[config.mk]
export PLATFORM = sky130hd
export DESIGN_NAME = piso_serializer
export DESIGN_NICKNAME = d
export VERILOG_FILES = /design/src/rtl/piso_serializer_pkg.sv /design/src/rtl/piso_serializer.sv
export SDC_FILE = /design/constraint.sdc
export NUM_CORES = 1
export LEC_CHECK = 0
export ABC_AREA = 1
export BUFFER_PORTS_ARGS = -buffer_cell sky130_fd_sc_hd__buf_2
export CAP_MARGIN = 20
export CORE_MARGIN = 3
export CORE_UTILIZATION = 47
export CTS_BUF_LIST = sky130_fd_sc_hd__clkbuf_4
export DETAILED_ROUTE_END_ITERATION = 8
export HOLD_SLACK_MARGIN = 0.12
export PLACE_DENSITY = 0.74
export RECOVER_POWER = 50
export SLEW_MARGIN = 10
export SYNTH_ARGS = -nofsm -noshare
export SYNTH_HDL_FRONTEND = slang
export SYNTH_SLANG_ARGS = --single-unit
[constraint.sdc]
create_clock -name clk -period 1.2 [get_ports clk]
set_input_delay 0.12 -clock clk [delete_from_list [all_inputs] [get_ports clk]]
set_output_delay 0.12 -clock clk [all_outputs]
set_load 0.02 [all_outputs]
[src/rtl/piso_serializer_pkg.sv]
// Shared types and helpers for the parallel-in, serial-out transmitter.
package piso_serializer_pkg;

    typedef enum logic {
        ST_IDLE  = 1'b0,
        ST_SHIFT = 1'b1
    } piso_state_t;

    function automatic int unsigned clog2(input int unsigned value);
        int unsigned r;
        r = 0;
        while ((64'd1 << r) < 64'(value)) r++;
        return r;
    endfunction

endpackage

[src/rtl/piso_serializer.sv]
// Parallel-in, serial-out transmitter with valid/ready load and first/last frame markers.
module piso_serializer
    import piso_serializer_pkg::*;
#(
    parameter int unsigned WIDTH      = 8,
    parameter bit          MSB_FIRST  = 1'b1,
    parameter bit          IDLE_LEVEL = 1'b0
) (
    input  logic             clk,
    input  logic             reset,
    input  logic             load_valid,
    output logic             load_ready,
    input  logic [WIDTH-1:0] load_data,
    output logic             data_out,
    output logic             frame,
    output logic             last,
    output logic             busy
);

    localparam int unsigned CW = clog2(WIDTH);

    piso_state_t      state, state_n;
    logic [WIDTH-1:0] shreg, shreg_n;
    logic [CW-1:0]    count, count_n;
    logic             dout_n, frame_n, last_n;
    logic             accept;

    assign load_ready = (state == ST_IDLE) || (count == '0);
    assign accept     = load_valid && load_ready;
    assign busy       = (state == ST_SHIFT);

    always_ff @(posedge clk or posedge reset) begin
        if (reset) begin
            state    <= ST_IDLE;
            shreg    <= '0;
            count    <= '0;
            data_out <= IDLE_LEVEL;
            frame    <= 1'b0;
            last     <= 1'b0;
        end else begin
            state    <= state_n;
            shreg    <= shreg_n;
            count    <= count_n;
            data_out <= dout_n;
            frame    <= frame_n;
            last     <= last_n;
        end
    end

    // The first bit goes straight to data_out, so the register keeps only the
    // remaining bits, already advanced one position toward the send end.
    always_comb begin
        state_n = state;
        shreg_n = shreg;
        count_n = count;
        dout_n  = data_out;
        frame_n = frame;
        last_n  = last;
        if (accept) begin
            shreg_n = MSB_FIRST ? (load_data << 1) : (load_data >> 1);
            dout_n  = MSB_FIRST ? load_data[WIDTH-1] : load_data[0];
            frame_n = 1'b1;
            last_n  = 1'b0;
            count_n = CW'(WIDTH - 1);
            state_n = ST_SHIFT;
        end else if (state == ST_SHIFT) begin
            if (count != '0) begin
                shreg_n = MSB_FIRST ? {shreg[WIDTH-2:0], 1'b0} : {1'b0, shreg[WIDTH-1:1]};
                dout_n  = MSB_FIRST ? shreg[WIDTH-1] : shreg[0];
                frame_n = 1'b0;
                count_n = count - CW'(1);
                last_n  = (count == CW'(1));
            end else begin
                state_n = ST_IDLE;
                dout_n  = IDLE_LEVEL;
                frame_n = 1'b0;
                last_n  = 1'b0;
            end
        end
    end

endmodule
==> run_results.csv <==
group,metric,value,unit
outcome,status,"finished with violations",
outcome,violations,"negative setup slack",
placement,placement.cell_area,872.1,µm²
placement,dp_hpwl,1.020,mm
sta,skew,0.002517,ns
cts,cts.htree.levels,1,
global_routing,antenna_found_initial,0,
floorplan,fp.dieH,44.61,µm
logic_synthesis,synth.most_common_cell,"nand2_1",
global_routing,grt_pass1_wl,2.656,mm
finish,syn_to_final_growth,62.32,%
drt,first_pass_iters,4,
drt,avgRoutedWirePerCell,14.08,µm
global_routing,overflow,0,
logic_synthesis,synthXorXnorAreaFrac,0,%
setup_path,timing.rr.start,"count[1]$_DFFE_PP0P_",
finish,antennaDiodeCount,0,
setup_path,slowest_stage,"dfrtp_1",
drt,drc_errors,0,
global_routing,grt_usage,18.84,%
floorplan,rows,13,
setup_path,critPathMostFrequentCell,"ha_4",
sta,setup_viol_count_final,14,
logic_synthesis,syn_area_per_cell,8.869,µm²
logic_synthesis,synth_commonest_cells,"nand2_1 (32), dfrtp_1 (14), inv_1 (9)",
placement,gp_congestion,0.8115,
drt,drt_iter0_drc,16,
finish,nFillCells,69,
sta,worst_slack,-0.2504,ns
logic_synthesis,synthMuxAreaShare,0,%
placement,pre_cts_ws,-0.09912,ns
logic_synthesis,yosysWarnings,0,
cts,clk_latency,0.28,ns
finish,multi_input_area,389.1,µm²
logic_synthesis,synth_top_cell_by_area,"dfrtp_1",
cts,cts_max_path_buffers,2,
global_routing,grt_max_degree,15,
logic_synthesis,async_reset_ff_share,100.0,%
setup_path,critPathBufInv,4,
setup_path,path_max_fanout,7,
power,power.leakage,0.0006617,µW
setup_path,start_kind,"flop",
sta,rsz0062_at_grt,"true",
sta,period_minus_slack,1.450,ns
floorplan,die-area,1990,µm²
cts,clkSlewWorstSetupHoldPaths,0.09,ns
sta,fin_crit_sh,120.9,%
logic_synthesis,ys_ff_latch,14,
finish,regArea,350.3,µm²
logic_synthesis,ys_seq_area_share,50.00,%
setup_path,crit_type,"flop to flop",
setup_path,end_kind,"flop",
logic_synthesis,synth_cells,79,
run,drv_cap,0,
cts,cts.root.buffer_cell,"clkbuf_4",
cts,clkSinkCount,14,
sta,slew_viol_final,0,
logic_synthesis,syn_area,700.7,µm²
cts,cts_tree,"built",
logic_synthesis,synth_ff_type,"dfrtp_1",
logic_synthesis,synthSimpleGateAreaFrac,34.11,%
setup_path,slowest_delay,0.38,ns
drt,antenna_left,0,
floorplan,start_util,51.90,%
logic_synthesis,syn_nets,93,
finish,num-nets-final,134,
sta,worst_pin_slew,0.5477,ns
logic_synthesis,yosys.area_share.adder,5.357,%
logic_synthesis,synth_area_leaders,"dfrtp_1 (50%), nand2_1 (17%), nand3_2 (8.6%)",
finish,finalInstanceArea,1137,µm²
logic_synthesis,synth_top_family_by_area,"simple AND/OR/NAND/NOR gates",
setup_path,arrival,1.62,ns
cts,cts_made_buffers,3,
setup_path,crit_start,"count[1]$_DFFE_PP0P_",
setup_path,cp_top_family,"flip-flops",
floorplan,fp.dieW,44.61,µm
finish,layout-drive-gt1-share,53.78,%
hold_path,hold_class,"primary input to flop",
placement,io_buffer_count,15,
logic_synthesis,synth_edf_count,0,
logic_synthesis,synth_cell_types,13,
sta,fmax,0.6895,GHz
global_routing,grt_pass1_vias,628,
setup_path,path_cells,"inv_2 -> ha_4 -> ha_4 -> inv_4 -> nand2_4 -> buf_12 -> nand2_8 -> inv_8 -> nand2_2 -> nand3_2",
drt,viasPerCell,5.030,
logic_synthesis,netlist.area_leader.share,50.00,%
power,ir_drop,1.734,mV
setup_path,cp.required,1.37,ns
drt,drt_wl_total,1.887,mm
sta,max-slew-margin-rel,63.45,%
drt,vias,674,
hold_path,min_from,"load_valid",
logic_synthesis,synth_compound_area_share,2.857,%
floorplan,ios,16,
power,power.density,2378,nW/µm²
sta,hold_viol,0,
floorplan,core,1350,µm²
==> cell usage in the layout (no fill, tap or decap) <==
master	n
nand2_1	21
dfrtp_1	14
buf_2	14
buf_4	9
nand2_2	8
dlygate4sd3_1	8
inv_1	7
nand3_2	7
nand2_4	5
inv_2	3
o21ai_2	3
clkbuf_4	3
buf_6	3
inv_4	2
ha_4	2
buf_12	2
nor2_4	1
nand2_8	1
o21ai_1	1
nor2_1	1
inv_8	1
nand3_1	1
ha_1	1
clkinv_1	1
==> registers in the layout, summed over array words and instances, names as in the netlist <==
signal	cells
shreg	7
count	3
busy	1
data_out	1
frame	1
last	1
==> repair_timing <==
action                                 CTS  global route
setup endpoints to repair               12            14
resized for setup                       12             9
hold buffers                             8             0
setup buffers                            6             4
pin swaps                                6             1
endpoints found under the hold margin   21             0
==> per-stage QoR <==
step / hold slack, ns / power, µW / cells / setup TNS (ns) / util [%]
5_1_grt: 0.1455 / 2871 / 134 / -3.142 / 84.24
3_5_place_dp: 0.2033 / 1831 / 112 / -0.8340 / 64.60
4_1_cts: 0.1346 / 2417 / 130 / -1.677 / 79.80
3_3_place_gp: 0.1872 / 1793 / 112 / -0.4419 / 64.60
2_1_floorplan: 0.009219 / 1488 / 79 / -0.5742 / -
6_report: 0.1503 / 2704 / 134 / -2.426 / 84.24
==> kinds of logic (layout without fill, tap and decap cells) <==
family / Yosys count / count (layout)
and+or+nand+nor: 45 / 45
DFF: 14 / 14
buffers and inverters: 13 / 53
adders and majority gates: 3 / 3
AOI/OAI and AO/OA: 4 / 4
==> where the power goes <==
group | internal [µW] | switching (µW)
logic | 820 | 792
clock network | 121 | 163
registers | 655 | 153
==> layout make-up <==
class / count / area share, %
repair buffers: 36 / 25.63
inverters: 13 / 5.391
well taps: 15 / 1.650
clock inverters: 1 / 0.3300
clock buffers: 3 / 1.980
multi-input cells: 52 / 34.21
flip-flops and latches: 14 / 30.80
==> tightest hold or removal path, delay by kind of cell <==
family                 cells  cell delay [ns]
buffers and inverters      1             0.14
AND/OR/NAND/NOR            2             0.14
==> worst paths after layout <==
check | cells after the start | end | slack (ns)
min in group asynchronous | 3 | shreg[3]$_DFFE_PP0P_ | 0.43
hold reg to reg | 2 | frame$_DFFE_PP0P_ | 0.49
setup / recovery | 10 | shreg[4]$_DFFE_PP0P_ | -0.25
setup reg to reg | 10 | shreg[4]$_DFFE_PP0P_ | -0.25
max in group asynchronous | 3 | frame$_DFFE_PP0P_ | 0.41
hold / removal | 3 | frame$_DFFE_PP0P_ | 0.15
==> routing by layer <==
metal	global-route usage (%)	vias to the layer above	share of wire, %	wire length (µm)
met5	0	-	0	0
met4	5.422	0	2.6	50
met3	3.659	4	3.7	70
met2	36.10	22	54	1018
met1	20.36	327	40	747
li1	-	321	-	-
(Power assumes the default switching activity.)
